File: config.mk
export PLATFORM = sky130hd
export DESIGN_NAME = kb_scr_host
export DESIGN_NICKNAME = d
export VERILOG_FILES = /design/src/rtl/kb_scr_pkg.sv /design/src/rtl/byte_fifo.sv /design/src/rtl/kb_scr_host.sv
export SDC_FILE = /design/constraint.sdc
export NUM_CORES = 1
export LEC_CHECK = 0
export BUFFER_PORTS_ARGS = -buffer_cell sky130_fd_sc_hd__buf_4
export CAP_MARGIN = 20
export CORE_ASPECT_RATIO = 1.5
export CORE_UTILIZATION = 50
export DETAILED_ROUTE_END_ITERATION = 12
export PLACE_DENSITY = 0.74
export SETUP_SLACK_MARGIN = 0.05
export SYNTH_ARGS = -nofsm -noshare
export SYNTH_HDL_FRONTEND = slang
export SYNTH_SLANG_ARGS = --single-unit
File: constraint.sdc
create_clock -name clk -period 6 [get_ports clk]
set_clock_uncertainty 0.05 [all_clocks]
set_input_delay 0.3 -clock clk [delete_from_list [all_inputs] [get_ports clk]]
set_output_delay 0.3 -clock clk [all_outputs]
set_load 0.02 [all_outputs]
File: src/rtl/kb_scr_pkg.sv
// Shared types and constants for the keyboard/screen far-end host.
// Bit indices name the driver's control pins as seen from this side of the bus.
package kb_scr_pkg;

    typedef logic [7:0] byte_t;

    typedef enum logic [1:0] {
        T_IDLE,
        T_SETUP,
        T_STROBE,
        T_GAP
    } tx_state_e;

    typedef enum logic {
        R_IDLE,
        R_ACK
    } rx_state_e;

    localparam int CTRL_WR_EN   = 1;
    localparam int CTRL_RD_OK   = 0;
    localparam int STAT_RD_EN_N = 1;
    localparam int STAT_WR_OK_N = 0;

endpackage

File: src/rtl/byte_fifo.sv
// Small synchronous byte FIFO with registered storage and first-word-fall-through output.
// A push on a full FIFO is accepted only when a pop happens in the same cycle.
module byte_fifo
    import kb_scr_pkg::*;
#(
    parameter int unsigned DEPTH = 4
) (
    input  logic  clk,
    input  logic  rst,
    input  logic  push,
    input  byte_t din,
    input  logic  pop,
    output byte_t dout,
    output logic  full,
    output logic  empty
);

    localparam int unsigned AW = $clog2(DEPTH);
    localparam logic [AW:0] PTR_ONE = 1;

    byte_t       mem [DEPTH];
    logic [AW:0] wr_ptr;
    logic [AW:0] rd_ptr;
    logic        do_push;
    logic        do_pop;

    // Extra pointer bit separates full from empty when the indices match.
    assign empty   = (wr_ptr == rd_ptr);
    assign full    = (wr_ptr[AW] != rd_ptr[AW]) && (wr_ptr[AW-1:0] == rd_ptr[AW-1:0]);
    assign do_pop  = pop && !empty;
    assign do_push = push && (!full || do_pop);
    assign dout    = mem[rd_ptr[AW-1:0]];

    always_ff @(posedge clk or posedge rst) begin
        if (rst) begin
            wr_ptr <= '0;
            rd_ptr <= '0;
            for (int i = 0; i < int'(DEPTH); i++) begin
                mem[i] <= '0;
            end
        end else begin
            if (do_push) begin
                mem[wr_ptr[AW-1:0]] <= din;
                wr_ptr              <= wr_ptr + PTR_ONE;
            end
            if (do_pop) begin
                rd_ptr <= rd_ptr + PTR_ONE;
            end
        end
    end

endmodule

File: src/rtl/kb_scr_host.sv
// Far-end agent for the keyboard/screen driver bus: queues keyboard bytes and strobes them out,
// captures inverted screen bytes into a stream. The two directions are fully independent.
module kb_scr_host
    import kb_scr_pkg::*;
#(
    parameter int unsigned KB_DEPTH    = 4,
    parameter int unsigned SCR_DEPTH   = 4,
    parameter int unsigned ACK_TIMEOUT = 255,
    parameter int unsigned GAP         = 2
) (
    input  logic       clk,
    input  logic       rst,
    input  logic [7:0] kb_byte_i,
    input  logic       kb_valid_i,
    output logic       kb_ready_o,
    output logic [7:0] scr_byte_o,
    output logic       scr_valid_o,
    input  logic       scr_ready_i,
    output logic [7:0] data_bus_o,
    input  logic [7:0] data_bus_i,
    output logic [1:0] control_o,
    input  logic [1:0] control_i,
    output logic       tx_timeout_o
);

    localparam int unsigned CNT_W = $clog2(ACK_TIMEOUT + GAP + 2);
    localparam logic [CNT_W-1:0] CNT_ONE     = 1;
    localparam logic [CNT_W-1:0] CNT_TIMEOUT = CNT_W'(ACK_TIMEOUT);
    localparam logic [CNT_W-1:0] CNT_GAP_END = CNT_W'(GAP - 1);

    tx_state_e        tx_state_q;
    rx_state_e        rx_state_q;
    logic [CNT_W-1:0] cnt_q;
    byte_t            data_bus_q;
    logic             wr_en_q;
    logic             rd_ok_q;
    logic             timeout_q;

    logic  kb_push;
    logic  kb_pop;
    logic  kb_full;
    logic  kb_empty;
    byte_t kb_dout;
    logic  scr_push;
    logic  scr_pop;
    logic  scr_full;
    logic  scr_empty;

    assign kb_ready_o  = !kb_full;
    assign kb_push     = kb_valid_i && !kb_full;
    assign kb_pop      = (tx_state_q == T_IDLE) && !kb_empty;

    assign scr_valid_o = !scr_empty;
    assign scr_pop     = !scr_empty && scr_ready_i;
    // A full screen FIFO leaves the driver presenting its byte until space frees up.
    assign scr_push    = (rx_state_q == R_IDLE) && !control_i[STAT_RD_EN_N] && !scr_full;

    byte_fifo #(
        .DEPTH (KB_DEPTH)
    ) u_kb_fifo (
        .clk   (clk),
        .rst   (rst),
        .push  (kb_push),
        .din   (kb_byte_i),
        .pop   (kb_pop),
        .dout  (kb_dout),
        .full  (kb_full),
        .empty (kb_empty)
    );

    byte_fifo #(
        .DEPTH (SCR_DEPTH)
    ) u_scr_fifo (
        .clk   (clk),
        .rst   (rst),
        .push  (scr_push),
        .din   (~data_bus_i),
        .pop   (scr_pop),
        .dout  (scr_byte_o),
        .full  (scr_full),
        .empty (scr_empty)
    );

    // cnt_q counts strobe cycles in T_STROBE and gap cycles in T_GAP.
    always_ff @(posedge clk or posedge rst) begin
        if (rst) begin
            tx_state_q <= T_IDLE;
            cnt_q      <= '0;
            data_bus_q <= '0;
            wr_en_q    <= 1'b0;
            timeout_q  <= 1'b0;
        end else begin
            timeout_q <= 1'b0;
            unique case (tx_state_q)
                T_IDLE: begin
                    if (kb_pop) begin
                        data_bus_q <= kb_dout;
                        tx_state_q <= T_SETUP;
                    end
                end
                T_SETUP: begin
                    wr_en_q    <= 1'b1;
                    cnt_q      <= '0;
                    tx_state_q <= T_STROBE;
                end
                T_STROBE: begin
                    if (!control_i[STAT_WR_OK_N]) begin
                        wr_en_q    <= 1'b0;
                        cnt_q      <= '0;
                        tx_state_q <= T_GAP;
                    end else if (cnt_q == CNT_TIMEOUT) begin
                        wr_en_q    <= 1'b0;
                        timeout_q  <= 1'b1;
                        cnt_q      <= '0;
                        tx_state_q <= T_GAP;
                    end else begin
                        cnt_q <= cnt_q + CNT_ONE;
                    end
                end
                T_GAP: begin
                    if (cnt_q == CNT_GAP_END) begin
                        tx_state_q <= T_IDLE;
                    end else begin
                        cnt_q <= cnt_q + CNT_ONE;
                    end
                end
                default: tx_state_q <= T_IDLE;
            endcase
        end
    end

    always_ff @(posedge clk or posedge rst) begin
        if (rst) begin
            rx_state_q <= R_IDLE;
            rd_ok_q    <= 1'b0;
        end else begin
            unique case (rx_state_q)
                R_IDLE: begin
                    if (scr_push) begin
                        rd_ok_q    <= 1'b1;
                        rx_state_q <= R_ACK;
                    end
                end
                R_ACK: begin
                    if (control_i[STAT_RD_EN_N]) begin
                        rd_ok_q    <= 1'b0;
                        rx_state_q <= R_IDLE;
                    end
                end
                default: rx_state_q <= R_IDLE;
            endcase
        end
    end

    always_comb begin
        control_o             = '0;
        control_o[CTRL_WR_EN] = wr_en_q;
        control_o[CTRL_RD_OK] = rd_ok_q;
    end

    assign data_bus_o   = data_bus_q;
    assign tx_timeout_o = timeout_q;

endmodule

==> results of run 1 <==
## synthesized netlist by cell type, drive strengths merged
master / instances / share of area, %
dfrtp: 99 / 52
mux2: 44 / 10
nand2: 39 / 3.1
o21ai: 37 / 3.9
ha: 18 / 4.7
mux4: 16 / 7.5
buf: 15 / 3.0
inv: 15 / 1.2
nor2: 10 / 0.78
xnor2: 9 / 2.0
xor2: 7 / 2.2
a22o: 6 / 1.1
nand3: 5 / 0.52
o22ai: 5 / 0.65
and2: 4 / 0.52
nor2b: 4 / 0.52
nor3: 4 / 0.52
o311ai: 4 / 2.2
a21oi: 3 / 0.31
a31oi: 3 / 0.52
and3: 3 / 0.39
clkbuf: 2 / 0.16
a21bo: 1 / 0.21
a21o: 1 / 0.16
a32oi: 1 / 0.18
and3b: 1 / 0.18
mux2i: 1 / 0.21
nand3b: 1 / 0.16
nand4: 1 / 0.13
nor4: 1 / 0.13
nor4b: 1 / 0.18
o21a: 1 / 0.16
o31ai: 1 / 0.16
or3b: 1 / 0.23
or4: 1 / 0.16
## cell type report
type                    instances  area (µm²)
clock buffers                  12         256
clock inverters                 4        33.8
fillers                       771        3880
inverters                      15        58.8
multi-input cells             234        2120
flip-flops and latches         99        2480
well taps                     112         140
repair buffers                 45         340
## sequential cells by signal, indices dropped and copies added, names as in the netlist, 3 cells and up
signal / flops
u_kb_fifo.mem: 32
u_scr_fifo.mem: 32
cnt_q: 9
data_bus_o: 8
u_kb_fifo.rd_ptr: 3
u_kb_fifo.wr_ptr: 3
u_scr_fifo.rd_ptr: 3
u_scr_fifo.wr_ptr: 3
## layer usage
metal  GRT usage, %  vias to the layer above  wire [µm]
li1               -                     1369          -
met1           23.3                     1492       3640
met5              0                        -          0
met2           33.7                       42       4530
met3           2.55                       11        194
met4           10.2                        0        186
## final timing paths
check / startpoint / to / slack [ns] / cells after the start
min in group asynchronous: rst / u_kb_fifo.mem[6] / 0.50 / 3
max in group asynchronous: rst / data_bus_o[5] / 4.26 / 4
setup reg to reg: cnt_q[0] / cnt_q[6] / 3.46 / 10
hold / removal: control_i[1] / rx_state_q / 0.1 / 2
setup / recovery: cnt_q[0] / cnt_q[6] / 3.46 / 10
hold reg to reg: u_scr_fifo.mem[19] / u_scr_fifo.mem[19] / 0.43 / 2
## critical path, delay by kind of cell (launching register included)
kind	cells	cell delay, ns
AO/OA/AOI/OAI	2	0.42
flip-flops	1	0.41
adder cells (fa/ha/maj)	2	0.34
AND/OR/NAND/NOR	5	1.13
buffers and inverters	1	0.08
## timing repair
| action | in CTS | in global routing |
|---|---|---|
| hold endpoints to repair | 38 | 0 |
| setup endpoints to repair | 0 | 0 |
| hold buffers | 1 | 0 |
## power by group through the flow
stage	Combinational, W	Sequential, W	Clock, W
after global placement	0.000860	0.00110	0
after CTS	0.000892	0.00111	0.000570
after detailed placement	0.000888	0.00112	0
after floorplan	0.000764	0.00103	0
after global routing	0.000967	0.00114	0.000596
final	0.000877	0.00110	0.000557
## stage by stage
stage / hold WS [ns] / util (%) / instance area (µm²) / instances / power (W)
CTS: 0.0894 / 58.2 / 5420 / 520 / 0.00257
global route: 0.102 / 58.3 / 5420 / 521 / 0.00270
floorplan: 0.313 / - / 4800 / 365 / 0.00180
global placement: 0.314 / 55.0 / 5120 / 503 / 0.00196
detailed placement: 0.322 / 55.0 / 5120 / 503 / 0.00201
finish: 0.0957 / 58.3 / 5420 / 521 / 0.00254
## kinds of logic (layout without fill, tap and decap cells)
group / count (synthesis) / after routing
AOI/OAI and AO/OA: 63 / 63
xor gates and xnor gates: 16 / 16
adders and majority gates: 18 / 18
buffers and inverters: 32 / 76
DFF: 99 / 99
muxes: 61 / 61
and+or+nand+nor: 76 / 76
==> impl_metrics.env, run 1 <==
export IMPL_worst_path_max_delay_cell="dfrtp_1"
export IMPL_synth_simple_area_share_pct=7.54
export IMPL_antenna_found_initial=0
export IMPL_slew_headroom_pct=47.8
export IMPL_muxShareOfSynthArea_pct=18.0
export IMPL_drc_errors=0
export IMPL_path_class="flip-flop to flip-flop"
export IMPL_port_buffers=42
export IMPL_place_gp_congestion=0.784
export IMPL_core_um2=9310
export IMPL_fin_setup_tns_ns=0
export IMPL_final_period_utilization_pct=42.3
export IMPL_critPathCaptureType="flip-flop"
export IMPL_dieArea_um2=10000
export IMPL_syn_instance_count=365
export IMPL_grt_use_total_pct=19.6
export IMPL_synth_compound_area_share_pct=9.49
export IMPL_cts_resized=0
export IMPL_setup_slack_ns=3.46
export IMPL_fin_crit_ns=2.54
export IMPL_drt_wirelength_per_cell_um=16.4
export IMPL_yosys_warnings=0
export IMPL_critPathLaunchType="flip-flop"
export IMPL_arrival_ns=2.72
export IMPL_p_leak_nw=2.44
export IMPL_htree_num_levels=3
export IMPL_ys_types=43
export IMPL_worstSkewPairLatency_ns=0.34
export IMPL_firstDrtPassIters=4
export IMPL_grt_pass1_vias=3092
export IMPL_ys_ff_latch=99
export IMPL_dp_slack_ns=3.45
export IMPL_switchingPower_w=0.000862
export IMPL_clockBufferDepth=2
export IMPL_p_comb_share_pct=34.6
export IMPL_switching_share_pct=34.0
export IMPL_required_ns=6.18
export IMPL_grt_pass1_wl_um=14500
export IMPL_path_cells="ha_1, and3_1, and3_1, nand3_1, inv_1, ha_1, and3b_1, nor2_1, o22ai_1, a22o_1"
export IMPL_synth_xor_area_share_pct=4.25
export IMPL_power_density_nw_per_um2=468
export IMPL_setup_viol=0
export IMPL_wirelength_um=8550
export IMPL_vdd_drop_max_uv=381
export IMPL_rsz0062_at_grt="false"
export IMPL_layout_drive_gt1_share_pct=32.8
export IMPL_fp_dieH_um=122
export IMPL_final_common_cell="dfrtp_1"
export IMPL_status="finished, final reports clean"
export IMPL_n_antenna_cell=0
export IMPL_drt_iter0_drc=114
export IMPL_syn_avg_cell_area_um2=13.1
export IMPL_cts_inserted_buffers=9
export IMPL_seqPwrFrac_pct=43.5
export IMPL_synth_top_family_by_area="multiplexers"
export IMPL_critPathMaxFanout=6
export IMPL_nNetsFinal=444
export IMPL_rows=43
export IMPL_clock_sinks=99
export IMPL_syn_to_final_growth_pct=13.1
export IMPL_clk_pin_slew_ns=0.06
export IMPL_grt_max_degree=62
export IMPL_die_width_um=82.0
export IMPL_vias_per_cell=5.59
export IMPL_gr_total_overflow=0
export IMPL_ys_seq_area_share_pct=51.6
export IMPL_layout_common_cells="99 x dfrtp_1, 44 x mux2_2, 44 x buf_4, 38 x nand2_1, 37 x o21ai_0"
export IMPL_worst_pin_slew_ns=0.783
export IMPL_ant_nets=0
export IMPL_drv_slew=0
export IMPL_finalHoldViolCount=0
export IMPL_cap_violations=0
export IMPL_syn_num_nets=405
export IMPL_hpwl_um=5780
export IMPL_syn_area_um2=4800
export IMPL_initial_core_util_pct=51.5
export IMPL_vias=2914
export IMPL_clock_fmax_mhz=394
export IMPL_cts_tree="built"
export IMPL_root_buffer="clkbuf_16"
export IMPL_clockPowerShare_pct=22.0
export IMPL_intPower_w=0.00168
export IMPL_ioPinCount=43
export IMPL_min_path_type="input port to flip-flop"
export IMPL_post_cts_repair_setup_buffers=0
export IMPL_cpPeakStageDelay_ns=0.41
export IMPL_synth_fa_ha_area_share_pct=4.69
Power figures use the tool's default switching activity.
==> run 2, diff against run 1 <==
- ABC_AREA: not set -> 1
- PLACE_DENSITY: 0.74 -> 0.76
- clock period: 6 -> 2.3 ns (I/O delays scaled with it)
==> run 2 against run 1 <==
Effect of this change: global-route usage increased by 3.2 points; die area increased by 4.2%; register-to-register slack got worse by 3.2 ns; core utilization increased by 2.0 points; sequential cell count unchanged; clock-buffer cell count decreased by 3; sequential share of layout area decreased by 3.2 points; clock power increased to 2.7 times the previous value; critical path type is now flip-flop to output port.
==> impl_metrics.env, run 2 <==
export IMPL_status="finished, final reports clean"
export IMPL_switchingPower_w=0.00380
export IMPL_power_density_nw_per_um2=1470
export IMPL_use_met2_pct=39.3
export IMPL_clock_sinks=99
export IMPL_rows=44
export IMPL_core_um2=9690
export IMPL_arrival_ns=1.98
export IMPL_clockPowerShare_pct=17.2
export IMPL_n_antenna_cell=0
export IMPL_clockBufferDepth=2
export IMPL_use_met3_pct=3.91
export IMPL_total_power_w=0.00860
export IMPL_grt_pass1_wl_um=19500
export IMPL_syn_area_um2=5000
export IMPL_layout_drive_gt1_share_pct=14.9
export IMPL_grt_use_total_pct=22.8
export IMPL_finalHoldViolCount=0
export IMPL_worstSkewPairLatency_ns=0.35
export IMPL_fin_setup_tns_ns=0
export IMPL_port_buffers=42
export IMPL_final_common_cell="nand2_1"
export IMPL_ys_types=31
export IMPL_vias=4253
export IMPL_final_period_utilization_pct=93.4
export IMPL_seqPwrFrac_pct=35.4
export IMPL_htree_num_levels=3
export IMPL_initial_core_util_pct=51.6
export IMPL_reg_top3="u_kb_fifo.mem x32, u_scr_fifo.mem x32, cnt_q x9"
export IMPL_p_leak_nw=2.84
export IMPL_yosysTopAreaCellShare_pct=49.5
export IMPL_clk_pin_slew_ns=0.07
export IMPL_grt_use_met1_pct=28.2
export IMPL_synth_async_reset_ratio_pct=100
export IMPL_ys_seq_area_share_pct=49.5
export IMPL_antenna_found_initial=0
export IMPL_drt_iter0_drc=348
export IMPL_ioPinCount=43
export IMPL_critPathCaptureType="output port"
export IMPL_clock_fmax_mhz=465
export IMPL_synth_edf_count=0
export IMPL_switching_share_pct=44.2
export IMPL_dieArea_um2=10400
export IMPL_slew_headroom_pct=49.0
export IMPL_fillCellCount=811
export IMPL_synth_most_common_cell="nand2_1"
export IMPL_nNetsFinal=672
export IMPL_die_width_um=83.7
export IMPL_hpwl_um=7800
export IMPL_firstDrtPassIters=5
export IMPL_vdd_drop_max_uv=814
export IMPL_drc_errors=0
export IMPL_fp_dieH_um=125
export IMPL_gr_total_overflow=0
export IMPL_setup_viol=0
export IMPL_drt_wirelength_per_cell_um=15.1
export IMPL_syn_avg_cell_area_um2=8.65
export IMPL_p_comb_share_pct=47.4
export IMPL_synth_area_leaders="dfrtp_1 50%, nand2_1 11%, o21ai_0 6.5%"
export IMPL_layout_common_cells="149 x nand2_1, 99 x dfrtp_1, 65 x nor2_1, 65 x o21ai_0, 55 x buf_4"
export IMPL_critPathLaunchType="flip-flop"
export IMPL_rsz0062_at_grt="false"
export IMPL_yosys_area_top_type="dfrtp_1"
export IMPL_worst_pin_slew_ns=0.763
export IMPL_yosys_warnings=0
export IMPL_fin_crit_ns=2.15
export IMPL_grt_pass1_vias=4196
export IMPL_busiest_layer="met2"
export IMPL_drv_slew=0
export IMPL_grt_max_degree=40
export IMPL_cap_violations=0
export IMPL_syn_num_nets=618
export IMPL_place_gp_congestion=0.837
export IMPL_intPower_w=0.00480
export IMPL_synthTopCellsByCount="150 x nand2_1, 99 x dfrtp_1, 66 x nor2_1, 65 x o21ai_0, 39 x nand4_1"
export IMPL_ys_ff_latch=99
export IMPL_syn_instance_count=578
export IMPL_wirelength_um=11300
export IMPL_ant_nets=0
export IMPL_critPathMaxFanout=16
export IMPL_syn_to_final_growth_pct=16.7
export IMPL_fin_util_pct=60.2
export IMPL_root_buffer="clkbuf_16"
export IMPL_min_path_type="input port to flip-flop"
export IMPL_cts_tree="built"
export IMPL_required_ns=2.13
export IMPL_synth_flop_cell="dfrtp_1"
export IMPL_cts_inserted_buffers=9
export IMPL_path_class="flip-flop to output port"
export IMPL_vias_per_cell=5.66
[run 2: cell types whose count changed in the layout (fill, tap and decap cells not counted), sizes merged, moves of 11 or more]
cell         before  now
dlygate4sd3       1   16
nor2             10   67
o22ai             5   16
nand3             5   19
mux2             44    0
a21oi             3   16
buf              44   56
o21ai            37   74
inv              16   34
mux4             16    0
nand2            39  154
nand4             1   40
[run 2: cell type report]
cell class,count,area (µm²),share of cell area [%]
sequential,99,2480,42.5
multi-input combinational,418,2200,37.7
timing repair buffer,72,593,10.2
clock buffer,9,225,3.86
tap,115,144,2.47
inverter,32,126,2.17
clock inverter,7,70.1,1.20
[run 2: routing by layer]
layer,wire [µm],share of wire (%)
met1,4660,41
met2,5810,51
met3,527,4.6
met4,342,3.0
met5,0,0
[run 2: cell families after synthesis]
family                     count (synthesis)  synth area share (%)
and+or+nand+nor                          282                  25.7
buffers and inverters                     61                  6.70
DFF                                       99                  49.5
xor gates and xnor gates                  10                  2.20
AOI/OAI and AO/OA                        108                  11.4
adders and majority gates                 18                  4.50
[run 2: power groups by stage]
| stage | registers (W) | clock network [W] | logic (W) |
|---|---|---|---|
| finish | 0.00304 | 0.00148 | 0.00407 |
| global route | 0.00313 | 0.00156 | 0.00454 |
| CTS | 0.00303 | 0.00150 | 0.00407 |
| detailed placement | 0.00305 | 0 | 0.00402 |
| global placement | 0.00302 | 0 | 0.00388 |
| floorplan | 0.00296 | 0 | 0.00305 |
[run 2: worst paths after layout]
path                                           from              endpoint  slack, ns  depth (start not counted)
worst max-delay path            u_kb_fifo.rd_ptr[1]            kb_ready_o       0.15                          5
worst min-delay path                   kb_byte_i[6]     u_kb_fifo.mem[30]      0.006                          3
worst max register to register  u_kb_fifo.rd_ptr[1]     u_kb_fifo.mem[12]       0.21                          7
worst min register to register     u_kb_fifo.mem[6]      u_kb_fifo.mem[6]       0.43                          2
max in group asynchronous                       rst    u_scr_fifo.mem[14]       1.04                          4
min in group asynchronous                       rst  u_scr_fifo.wr_ptr[0]       0.41                          3
[run 2: timing repair]
| item | CTS | global route |
|---|---|---|
| hold buffers | 16 | 0 |
| setup buffers | 0 | 2 |
| endpoints found under the hold margin | 77 | 0 |
| endpoints found under the setup margin | 0 | 7 |
| gates resized for setup | 0 | 3 |
[run 2: stage by stage]
step | area [µm²] | setup slack (ns) | hold slack [ns] | instances
2_1_floorplan | 5010 | 0.460 | 0.131 | 578
3_3_place_gp | 5360 | 0.284 | 0.228 | 718
3_5_place_dp | 5360 | 0.219 | 0.241 | 718
4_1_cts | 5810 | 0.138 | 0.00223 | 750
5_1_grt | 5840 | 0.0564 | 0.0125 | 752
6_report | 5840 | 0.151 | 0.00564 | 752
[run 2: critical path: stages, from the launching register on]
cell,delay [ns]
dfrtp_1,0.53
inv_4,0.18
nand2_1,0.08
nand2_2,0.10
nand4_2,0.40
buf_4,0.33
==> run 3, diff against run 2 <==
- PLACE_DENSITY: 0.76 -> 0.8
==> run 3 against run 2 <==
Effect of this change: global-route usage grew 0.15 points; worst setup slack better by 0.056 ns; worst hold slack improved by 0.0057 ns; critical path type unchanged; sequential power about the same; design area down 0.96%; critical path depth stayed put; combinational power about the same; largest cell class unchanged; highest routed layer unchanged; core utilization is 0.58 points lower.
==> impl_metrics.env, run 3 (synthesis results as in run 2) <==
export IMPL_status="finished, final reports clean"
export IMPL_fin_crit_ns=2.09
export IMPL_final_period_utilization_pct=91.0
export IMPL_worstSkewPairLatency_ns=0.34
export IMPL_arrival_ns=1.93
export IMPL_drc_errors=0
export IMPL_ff2ff_setup_slack_ns=0.24
export IMPL_vias_per_cell=5.70
export IMPL_switching_share_pct=43.9
export IMPL_rsz0062_at_grt="false"
export IMPL_critPathMaxFanout=12
export IMPL_core_um2=9690
export IMPL_min_path_type="input port to flip-flop"
export IMPL_clk_pin_slew_ns=0.07
export IMPL_reg2reg_depth=7
export IMPL_drv_slew=0
export IMPL_dieArea_um2=10400
export IMPL_cts_inserted_buffers=9
export IMPL_grt_pass1_wl_um=19400
export IMPL_wirelength_um=11400
export IMPL_clockBufferDepth=2
export IMPL_seqPwrFrac_pct=35.7
export IMPL_die_width_um=83.7
export IMPL_critPathCaptureType="output port"
export IMPL_final_common_cell="nand2_1"
export IMPL_drt_iter0_drc=264
export IMPL_place_gp_congestion=0.902
export IMPL_layout_common_cells="149 x nand2_1, 99 x dfrtp_1, 65 x nor2_1, 65 x o21ai_0, 52 x buf_4"
export IMPL_grt_max_degree=100
export IMPL_ioPinCount=43
export IMPL_worst_pin_slew_ns=0.518
export IMPL_antenna_found_initial=0
export IMPL_cap_violations=0
export IMPL_layout_drive_gt1_share_pct=14.4
export IMPL_grt_pass1_vias=4297
export IMPL_fin_setup_tns_ns=0
export IMPL_path_class="flip-flop to output port"
export IMPL_holdWs_ns=0.0113
export IMPL_n_antenna_cell=0
export IMPL_intPower_w=0.00480
export IMPL_nNetsFinal=667
export IMPL_cts_tree="built"
export IMPL_slew_headroom_pct=65.5
export IMPL_drt_wirelength_per_cell_um=15.2
export IMPL_switchingPower_w=0.00375
export IMPL_required_ns=2.13
export IMPL_r2r_end="u_kb_fifo.mem[13]"
export IMPL_r2r_start="u_kb_fifo.rd_ptr[1]"
export IMPL_finalHoldViolCount=0
export IMPL_htree_num_levels=3
export IMPL_vdd_drop_max_uv=942
export IMPL_vias=4261
export IMPL_initial_core_util_pct=51.6
export IMPL_setup_viol=0
export IMPL_reg_top3="u_kb_fifo.mem x32, u_scr_fifo.mem x32, cnt_q x9"
export IMPL_port_buffers=42
export IMPL_clock_sinks=99
export IMPL_ant_nets=0
export IMPL_clock_fmax_mhz=478
export IMPL_p_leak_nw=2.81
export IMPL_p_comb_share_pct=47.7
export IMPL_rows=44
export IMPL_clockPowerShare_pct=16.6
export IMPL_fp_dieH_um=125
export IMPL_hpwl_um=7690
export IMPL_grt_use_total_pct=23.0
export IMPL_syn_to_final_growth_pct=15.5
export IMPL_endpoint="kb_ready_o"
export IMPL_firstDrtPassIters=4
export IMPL_critPathLaunchType="flip-flop"
export IMPL_critPathLaunch="u_kb_fifo.rd_ptr[1]"
export IMPL_gr_total_overflow=0
export IMPL_root_buffer="clkbuf_16"
export IMPL_power_density_nw_per_um2=1480
==> run 3: cell count changes in the layout (fill, tap and decap cells not counted), sizes merged <==
cell	change
dlygate4sd3	-2
inv	-3
clkinv	+1
buf	-3
clkbuf	+2
==> run 3: how the worst min path moves through the flow <==
| stage | slack [ns] | endpoint | cells after the start | from |
|---|---|---|---|---|
| after CTS | 0.003 | u_kb_fifo.mem[6] | 3 | kb_byte_i[6] |
| after detailed placement | 0.26 | rx_state_q | 2 | control_i[1] |
| after floorplan | 0.13 | rx_state_q | 1 | control_i[1] |
| after global placement | 0.26 | rd_ok_q | 3 | rst |
| after global routing | 0.02 | u_kb_fifo.mem[18] | 3 | kb_byte_i[2] |
| final | 0.01 | u_kb_fifo.mem[29] | 3 | kb_byte_i[5] |
==> run 3: area by class of cell <==
cell class | instances | area, µm²
clock inverters | 5 | 38.8
well taps | 115 | 144
clock buffers | 11 | 243
fillers | 802 | 3910
multi-input cells | 418 | 2200
inverters | 32 | 126
repair buffers | 67 | 551
flip-flops and latches | 99 | 2480
==> run 3: worst max-delay path, stage by stage (launching register included) <==
cell and delay [ns]:
dfrtp_1 0.55, inv_4 0.19, nand2_1 0.08, nand2_2 0.09
nand4_2 0.36, buf_4 0.31
==> run 3: layer usage <==
layer | vias to the layer above | part of all wire [%] | GRT usage, %
li1 | 2024 | - | -
met1 | 2059 | 39 | 26.3
met2 | 153 | 54 | 41.1
met3 | 25 | 5.0 | 4.84
met4 | 0 | 2.1 | 9.17
met5 | - | 0 | 0
==> run 3: repair_timing <==
action,CTS,global route
hold buffers,14,0
setup endpoints to repair,0,6
endpoints found under the hold margin,138,0
setup buffers,0,1
resized for setup,0,3
==> run 3: through the flow <==
stage               cell area, µm²  power [W]  setup WS [ns]  util [%]  std cells
global route                  5780    0.00918         0.0523      59.6        747
floorplan                     5010    0.00601          0.460         -        578
CTS                           5760    0.00854          0.168      59.5        746
global placement              5340    0.00689          0.286      55.1        716
finish                        5780    0.00855          0.207      59.6        747
detailed placement            5340    0.00708          0.201      55.1        716
==> run 3: power by group through the flow <==
stage	Sequential [W]	Combinational, W	Clock (W)
floorplan	0.00296	0.00305	0
global placement	0.00302	0.00387	0
detailed placement	0.00306	0.00402	0
CTS	0.00304	0.00406	0.00144
global route	0.00313	0.00455	0.00150
finish	0.00306	0.00408	0.00142
